==> config.mk <==
export PLATFORM = sky130hd
export DESIGN_NAME = sobel_ctrl
export DESIGN_NICKNAME = d
export VERILOG_FILES = /design/src/rtl/sobel_ctrl.sv
export SDC_FILE = /design/constraint.sdc
export NUM_CORES = 1
export LEC_CHECK = 0
export BUFFER_PORTS_ARGS = -buffer_cell sky130_fd_sc_hd__buf_2
export CAP_MARGIN = 0
export CORE_ASPECT_RATIO = 1.25
export CORE_UTILIZATION = 35
export CTS_CLUSTER_DIAMETER = 50
export DETAILED_ROUTE_END_ITERATION = 8
export GPL_ROUTABILITY_DRIVEN = 0
export PLACE_DENSITY = 0.65
export SETUP_SLACK_MARGIN = 0.3
export SLEW_MARGIN = 20
export SYNTH_ARGS = -nofsm -noshare
export SYNTH_HDL_FRONTEND = slang
export SYNTH_SLANG_ARGS = --single-unit
==> constraint.sdc <==
create_clock -name clk -period 6 [get_ports clk]
set_input_delay 1.8 -clock clk [delete_from_list [all_inputs] [get_ports clk]]
set_output_delay 1.8 -clock clk [all_outputs]
set_load 0.05 [all_outputs]
==> src/rtl/sobel_ctrl.sv <==
// -----------------------------------------------------------------------------
// sobel_ctrl : job controller for the Sobel AFU.
//
// Decodes MMIO CSR writes (DSM base, control, buffer descriptors), holds the
// Sobel core in reset until released, launches the read/write engines on
// START, waits for both to report completion and then posts a 64-bit
// completion record {cycles[31:0], status[31:0]} to the DSM base address.
//
// Ports
//   clk, reset            : AFU clock, synchronous active-high reset
//   mmio_wr_valid         : one-cycle MMIO write strobe
//   mmio_addr             : MMIO dword address (byte address >> 2)
//   mmio_wr_data          : MMIO write data
//   core_reset            : reset to read/write engines and Sobel pipeline
//   rd_start/rd_base/rd_size, rd_done : read engine launch, buffer 0, finish
//   wr_start/wr_base/wr_size, wr_done : write engine launch, buffer 1, finish
//   dsm_wr_valid/addr/data, dsm_wr_ready : completion record handshake
//   busy                  : high while a job is running or its record pends
// -----------------------------------------------------------------------------
module sobel_ctrl #(
  parameter int HC_BUFFER_SIZE = 2,
  parameter int CYC_W          = 32
) (
  input  logic        clk,
  input  logic        reset,
  input  logic        mmio_wr_valid,
  input  logic [15:0] mmio_addr,
  input  logic [63:0] mmio_wr_data,
  output logic        core_reset,
  output logic        rd_start,
  output logic [63:0] rd_base,
  output logic [31:0] rd_size,
  input  logic        rd_done,
  output logic        wr_start,
  output logic [63:0] wr_base,
  output logic [31:0] wr_size,
  input  logic        wr_done,
  output logic        dsm_wr_valid,
  output logic [63:0] dsm_wr_addr,
  output logic [63:0] dsm_wr_data,
  input  logic        dsm_wr_ready,
  output logic        busy
);

  // CSR dword addresses (byte address >> 2)
  localparam logic [15:0] ADDR_DSM_BASE = 16'h0044;  // byte 0x110
  localparam logic [15:0] ADDR_CTRL     = 16'h0046;  // byte 0x118
  localparam logic [15:0] ADDR_BUF_ADDR = 16'h0048;  // byte 0x120 + 0x10*i
  localparam logic [15:0] ADDR_BUF_SIZE = 16'h004A;  // byte 0x128 + 0x10*i

  // Control command encodings
  localparam logic [31:0] CMD_ASSERT_RST   = 32'h0000_0000;
  localparam logic [31:0] CMD_DEASSERT_RST = 32'h0000_0001;
  localparam logic [31:0] CMD_START        = 32'h0000_0003;
  localparam logic [31:0] CMD_STOP         = 32'h0000_0007;

  // Completion status codes
  localparam logic [31:0] STATUS_DONE = 32'd1;
  localparam logic [31:0] STATUS_STOP = 32'd2;
  localparam logic [31:0] STATUS_BAD  = 32'd3;

  localparam logic [CYC_W-1:0] CNT_ONE = CYC_W'(1);
  localparam logic [CYC_W-1:0] CNT_MAX = {CYC_W{1'b1}};

  typedef enum logic [1:0] {
    S_RST   = 2'd0,
    S_READY = 2'd1,
    S_RUN   = 2'd2,
    S_DSM   = 2'd3
  } state_t;

  state_t              r_state;
  logic [63:0]         r_dsm_base;
  logic [63:0]         r_buf_addr [HC_BUFFER_SIZE];
  logic [31:0]         r_buf_size [HC_BUFFER_SIZE];
  logic                r_core_reset;
  logic                r_rd_start;
  logic                r_wr_start;
  logic                r_dsm_valid;
  logic [63:0]         r_dsm_data;
  logic                r_busy;
  logic                r_rd_done;
  logic                r_wr_done;
  logic [CYC_W-1:0]    r_cnt;

  logic                      w_locked;
  logic                      w_dsm_wr;
  logic [HC_BUFFER_SIZE-1:0] w_buf_addr_wr;
  logic [HC_BUFFER_SIZE-1:0] w_buf_size_wr;
  logic                      w_cmd_assert;
  logic                      w_cmd_deassert;
  logic                      w_cmd_start;
  logic                      w_cmd_stop;
  logic                      w_rd_seen;
  logic                      w_wr_seen;
  logic                      w_both_done;
  logic                      w_sizes_ok;
  logic [31:0]               w_cyc32;

  // MMIO decode: write enables for each CSR and control command strobes
  always_comb begin
    w_locked       = (r_state == S_RUN) || (r_state == S_DSM);
    w_dsm_wr       = 1'b0;
    w_buf_addr_wr  = '0;
    w_buf_size_wr  = '0;
    w_cmd_assert   = 1'b0;
    w_cmd_deassert = 1'b0;
    w_cmd_start    = 1'b0;
    w_cmd_stop     = 1'b0;
    if (mmio_wr_valid) begin
      w_dsm_wr = (mmio_addr == ADDR_DSM_BASE) && !w_locked;
      for (int i = 0; i < HC_BUFFER_SIZE; i++) begin
        w_buf_addr_wr[i] = (mmio_addr == (ADDR_BUF_ADDR + 16'(4 * i))) && !w_locked;
        w_buf_size_wr[i] = (mmio_addr == (ADDR_BUF_SIZE + 16'(4 * i))) && !w_locked;
      end
      if (mmio_addr == ADDR_CTRL) begin
        w_cmd_assert   = (mmio_wr_data[31:0] == CMD_ASSERT_RST);
        w_cmd_deassert = (mmio_wr_data[31:0] == CMD_DEASSERT_RST);
        w_cmd_start    = (mmio_wr_data[31:0] == CMD_START);
        w_cmd_stop     = (mmio_wr_data[31:0] == CMD_STOP);
      end else begin
        w_cmd_assert   = 1'b0;
      end
    end else begin
      w_dsm_wr = 1'b0;
    end
  end

  // Completion detection: a done pulse counts in the cycle it arrives
  always_comb begin
    w_rd_seen   = r_rd_done | rd_done;
    w_wr_seen   = r_wr_done | wr_done;
    w_both_done = w_rd_seen & w_wr_seen;
    w_sizes_ok  = (r_buf_size[0] != 32'd0) && (r_buf_size[1] != 32'd0);
    w_cyc32     = 32'(r_cnt);
  end

  // CSR storage; descriptors and DSM base are frozen while a job is active
  always_ff @(posedge clk) begin
    if (reset) begin
      r_dsm_base <= 64'd0;
      for (int i = 0; i < HC_BUFFER_SIZE; i++) begin
        r_buf_addr[i] <= 64'd0;
        r_buf_size[i] <= 32'd0;
      end
    end else begin
      if (w_dsm_wr) begin
        r_dsm_base <= mmio_wr_data;
      end
      for (int i = 0; i < HC_BUFFER_SIZE; i++) begin
        if (w_buf_addr_wr[i]) begin
          r_buf_addr[i] <= mmio_wr_data;
        end
        if (w_buf_size_wr[i]) begin
          r_buf_size[i] <= mmio_wr_data[31:0];
        end
      end
    end
  end

  // Job FSM with registered launch pulses, cycle counter and DSM record
  always_ff @(posedge clk) begin
    if (reset) begin
      r_state      <= S_RST;
      r_core_reset <= 1'b1;
      r_rd_start   <= 1'b0;
      r_wr_start   <= 1'b0;
      r_dsm_valid  <= 1'b0;
      r_dsm_data   <= 64'd0;
      r_busy       <= 1'b0;
      r_rd_done    <= 1'b0;
      r_wr_done    <= 1'b0;
      r_cnt        <= '0;
    end else begin
      // Launch pulses last exactly one cycle
      r_rd_start <= 1'b0;
      r_wr_start <= 1'b0;
      if (w_cmd_assert) begin
        // ASSERT_RST overrides everything, including a pending record
        r_state      <= S_RST;
        r_core_reset <= 1'b1;
        r_dsm_valid  <= 1'b0;
        r_busy       <= 1'b0;
        r_rd_done    <= 1'b0;
        r_wr_done    <= 1'b0;
      end else begin
        case (r_state)
          S_RST: begin
            if (w_cmd_deassert) begin
              r_state      <= S_READY;
              r_core_reset <= 1'b0;
            end
          end
          S_READY: begin
            if (w_cmd_start) begin
              r_cnt     <= '0;
              r_rd_done <= 1'b0;
              r_wr_done <= 1'b0;
              r_busy    <= 1'b1;
              if (w_sizes_ok) begin
                r_rd_start <= 1'b1;
                r_wr_start <= 1'b1;
                r_state    <= S_RUN;
              end else begin
                // Empty buffer: report a bad descriptor without launching
                r_dsm_data  <= {32'd0, STATUS_BAD};
                r_dsm_valid <= 1'b1;
                r_state     <= S_DSM;
              end
            end
          end
          S_RUN: begin
            if (r_cnt != CNT_MAX) begin
              r_cnt <= r_cnt + CNT_ONE;
            end
            r_rd_done <= w_rd_seen;
            r_wr_done <= w_wr_seen;
            // Completion takes priority over a simultaneous STOP
            if (w_both_done) begin
              r_dsm_data  <= {w_cyc32, STATUS_DONE};
              r_dsm_valid <= 1'b1;
              r_state     <= S_DSM;
            end else if (w_cmd_stop) begin
              r_dsm_data  <= {w_cyc32, STATUS_STOP};
              r_dsm_valid <= 1'b1;
              r_state     <= S_DSM;
            end
          end
          S_DSM: begin
            if (r_dsm_valid && dsm_wr_ready) begin
              r_dsm_valid <= 1'b0;
              r_busy      <= 1'b0;
              r_state     <= S_READY;
            end
          end
          default: begin
            r_state      <= S_RST;
            r_core_reset <= 1'b1;
            r_dsm_valid  <= 1'b0;
            r_busy       <= 1'b0;
          end
        endcase
      end
    end
  end

  assign core_reset   = r_core_reset;
  assign rd_start     = r_rd_start;
  assign wr_start     = r_wr_start;
  assign rd_base      = r_buf_addr[0];
  assign rd_size      = r_buf_size[0];
  assign wr_base      = r_buf_addr[1];
  assign wr_size      = r_buf_size[1];
  assign dsm_wr_valid = r_dsm_valid;
  assign dsm_wr_addr  = r_dsm_base;
  assign dsm_wr_data  = r_dsm_data;
  assign busy         = r_busy;

endmodule
==> flow_summary.yaml <==
synth:
  synth_common_cells: "192 x edfxtp_1, 186 x nand2_1, 138 x dfxtp_1, 132 x a21oi_1, 101 x and2_1"
  synth-edff-count: 192
  synthTopCellsByArea: "edfxtp_1 45%, dfxtp_1 22%, nand2_1 5.5%"
  async_flop_share_pct: 0
  synth_flop_cell: "edfxtp_1"
  synth-seq-area-share_pct: 67.2
  yosysMostFrequentCell: "edfxtp_1"
  ys_types: 55
  synth_top_area_cell: "edfxtp_1"
  synth_top_area_share_pct: 45.4
  yosysWarnings: 0
  syn-cell-area_um2: 12700
  syn_inst: 1110
  synth-seq-cells: 330
  avgSynthCellArea_um2: 11.4
die:
  die-area_um2: 37000
  die_w_um: 172
  die_y_um: 215
  ios: 411
  core_um2: 35600
  start_util_pct: 35.7
  num_rows: 77
route:
  first_pass_iters: 5
  ant_nets: 0
  drc: 0
  vias: 9847
  post_drt_via_cell_ratio: 4.97
  drtIter0Drc: 716
  wl_per_cell_um: 19.2
  wirelength_mm: 38.0
clock_tree:
  cts_hold_buf: 0
  cts.path.max_buffers: 3
  clkLatencyLatePin_ns: 0.52
  cts-buffers-inserted: 35
  cts.clk_slew.worst_paths_ns: 0.06
  cts.sinks: 330
  post-cts-setup-buffer-count: 0
  cts_root_buf: "clkbuf_16"
  cts-htree-levels: 2
  cts_tree: "done"
  cts_resized: 0
placement:
  hpwl_mm: 27.1
  dp_cells: 1914
  port-buffer-count: 380
  placed_cell_area_um2: 14900
power_and_ir_drop:
  power.share.clock_pct: 42.1
  switching_share_pct: 25.7
  comb_power_share_pct: 9.3
  power_uw: 5110
  ir_worst_vdd_mv: 0.190
  p_seq_share_pct: 48.6
  intPower_uw: 3800
  power.density_nw_per_um2: 317
  leakage_uw: 0.00624
  p_switching_uw: 1310
global_route:
  grt_pass1_wl_mm: 55.5
  antenna_found_initial: 2
  grtUsageTotal_pct: 20.0
  grt_pass1_vias: 9364
  grt_overflow: 0
  grt_max_degree: 76
worst_setup_path:
  critPathMaxFanout: 28
  required_ns: 6.43
  critPathCaptureType: "flop"
  crit_arrival_ns: 4.69
  crit_type: "input port to flop"
  critPathLaunchType: "input port"
final_layout:
  fin_cells: 1980
  stdcell_area_um2: 16100
  filler_cell_count: 3316
  seq_area_um2: 8530
  drive_gt1_share_pct: 30.9
  final_util_pct: 45.3
  multiInputGateArea_um2: 3790
  area_growth_pct: 26.9
  layout.nets: 1568
sta:
  worst_pin_slew_ns: 0.987
  timing.fmax_mhz: 235
  finClkSkew_ns: 0.0174
  setup_viol: 0
  slew_viol_final: 0
  rsz0062_at_grt: "no"
  fin_crit_sh_pct: 71.1
  maxSlewHeadroom_pct: 34.2
  hold_violations: 0
  timing.setup.tns_ns: 0
  period_needed_ns: 4.26
run:
  cap_violations: 0
worst_hold_path:
  hold_path_class: "flop to flop"
status:
  outcome: "finished, final reports clean"
placed cells by master, fill, tap and decap left out, types with 3 or more instances in the layout:
| cell type | Yosys | layout |
|---|---|---|
| xnor2_1 | 11 | 11 |
| clkbuf_8 | 0 | 3 |
| or3_1 | 5 | 5 |
| clkbuf_16 | 0 | 37 |
| nor4_1 | 29 | 28 |
| and2_1 | 101 | 101 |
| or4_1 | 7 | 7 |
| nand3_1 | 55 | 54 |
| a21o_1 | 6 | 4 |
| nor2_1 | 36 | 36 |
| conb_1 | 1 | 30 |
| and3_1 | 7 | 6 |
| edfxtp_1 | 192 | 192 |
| buf_2 | 6 | 379 |
| o21ai_0 | 14 | 14 |
| nor3_1 | 15 | 15 |
| inv_1 | 9 | 9 |
| buf_4 | 34 | 13 |
| nand2_1 | 186 | 186 |
| a31oi_1 | 4 | 4 |
| and4_1 | 4 | 4 |
| nand4_1 | 20 | 20 |
| clkinv_2 | 0 | 7 |
| clkbuf_1 | 43 | 7 |
| nand4b_1 | 7 | 7 |
| dfxtp_1 | 138 | 138 |
| ha_1 | 5 | 5 |
| a21oi_1 | 132 | 132 |
area by class of cell:
type,count,area share [%]
multi-input cells,709,23.5
clock inverters,17,1.03
repair buffers,392,12.4
flip-flops and latches,330,53.0
clock buffers,47,6.17
diodes,2,0.0311
well taps,474,3.68
inverters,9,0.210
kinds of logic (layout without fill, tap and decap cells):
family                   Yosys count  after routing  synth area share (%)
XOR/XNOR                          11             11                 0.759
AND/OR/NAND/NOR                  485            485                  19.6
multiplexers                       2              2                 0.158
other                              1             32                0.0295
adder cells (fa/ha/maj)            5              5                 0.493
flip-flops                       330            330                  67.2
AO/OA/AOI/OAI                    176            176                  7.72
buffers and inverters            100            465                  4.08
worst paths after layout:
path / start / endpoint / slack [ns] / cells after the start
hold reg to reg: dsm_wr_data[50]$_SDFFE_PP0P_ / dsm_wr_data[50]$_SDFFE_PP0P_ / 0.45 / 2
setup reg to reg: r_state[0]$_SDFFE_PP0P_ / r_cnt[7]$_SDFFE_PP0P_ / 2.80 / 9
setup / recovery: mmio_wr_data[6] / r_cnt[7]$_SDFFE_PP0P_ / 1.74 / 8
hold / removal: dsm_wr_data[50]$_SDFFE_PP0P_ / dsm_wr_data[50]$_SDFFE_PP0P_ / 0.45 / 2
sequential cells by signal (all words and copies together) (netlist names):
name          flops
busy              1
core_reset        1
r_state           2
dsm_wr_addr      64
dsm_wr_valid      1
wr_start          1
r_cnt            32
r_rd_done         1
r_buf_size       64
r_wr_done         1
dsm_wr_data      34
r_buf_addr      128
worst max-delay path: stages:
cell	delay, ns
buf_2	0.12
nor4_1	0.47
nand4_1	0.37
or4_4	0.60
o211ai_2	0.56
a22o_4	0.41
o21ai_0	0.17
a21oi_1	0.17
through the flow:
stage	hold slack [ns]	setup slack, ns
3_3_place_gp	0.436	1.37
4_1_cts	0.450	1.85
3_5_place_dp	0.442	1.32
6_report	0.446	1.74
2_1_floorplan	0.461	1.06
5_1_grt	0.469	1.63
power groups by stage:
stage | logic [µW] | clock network (µW) | registers, µW
floorplan | 96.0 | 0 | 2780
global placement | 479 | 0 | 2530
detailed placement | 479 | 0 | 2530
CTS | 479 | 2200 | 2480
global route | 494 | 2290 | 2490
finish | 476 | 2150 | 2480
layer usage:
metal / track usage (%) / part of all wire [%] / vias up / wire (µm)
met3: 4.46 / 7.6 / 68 / 2890
met1: 22.3 / 38 / 4712 / 14300
met5: 0 / 0 / - / 0
met2: 36.3 / 52 / 426 / 19600
li1: - / - / 4641 / -
met4: 7.49 / 3.3 / 0 / 1260
(Power assumes the default switching activity.)
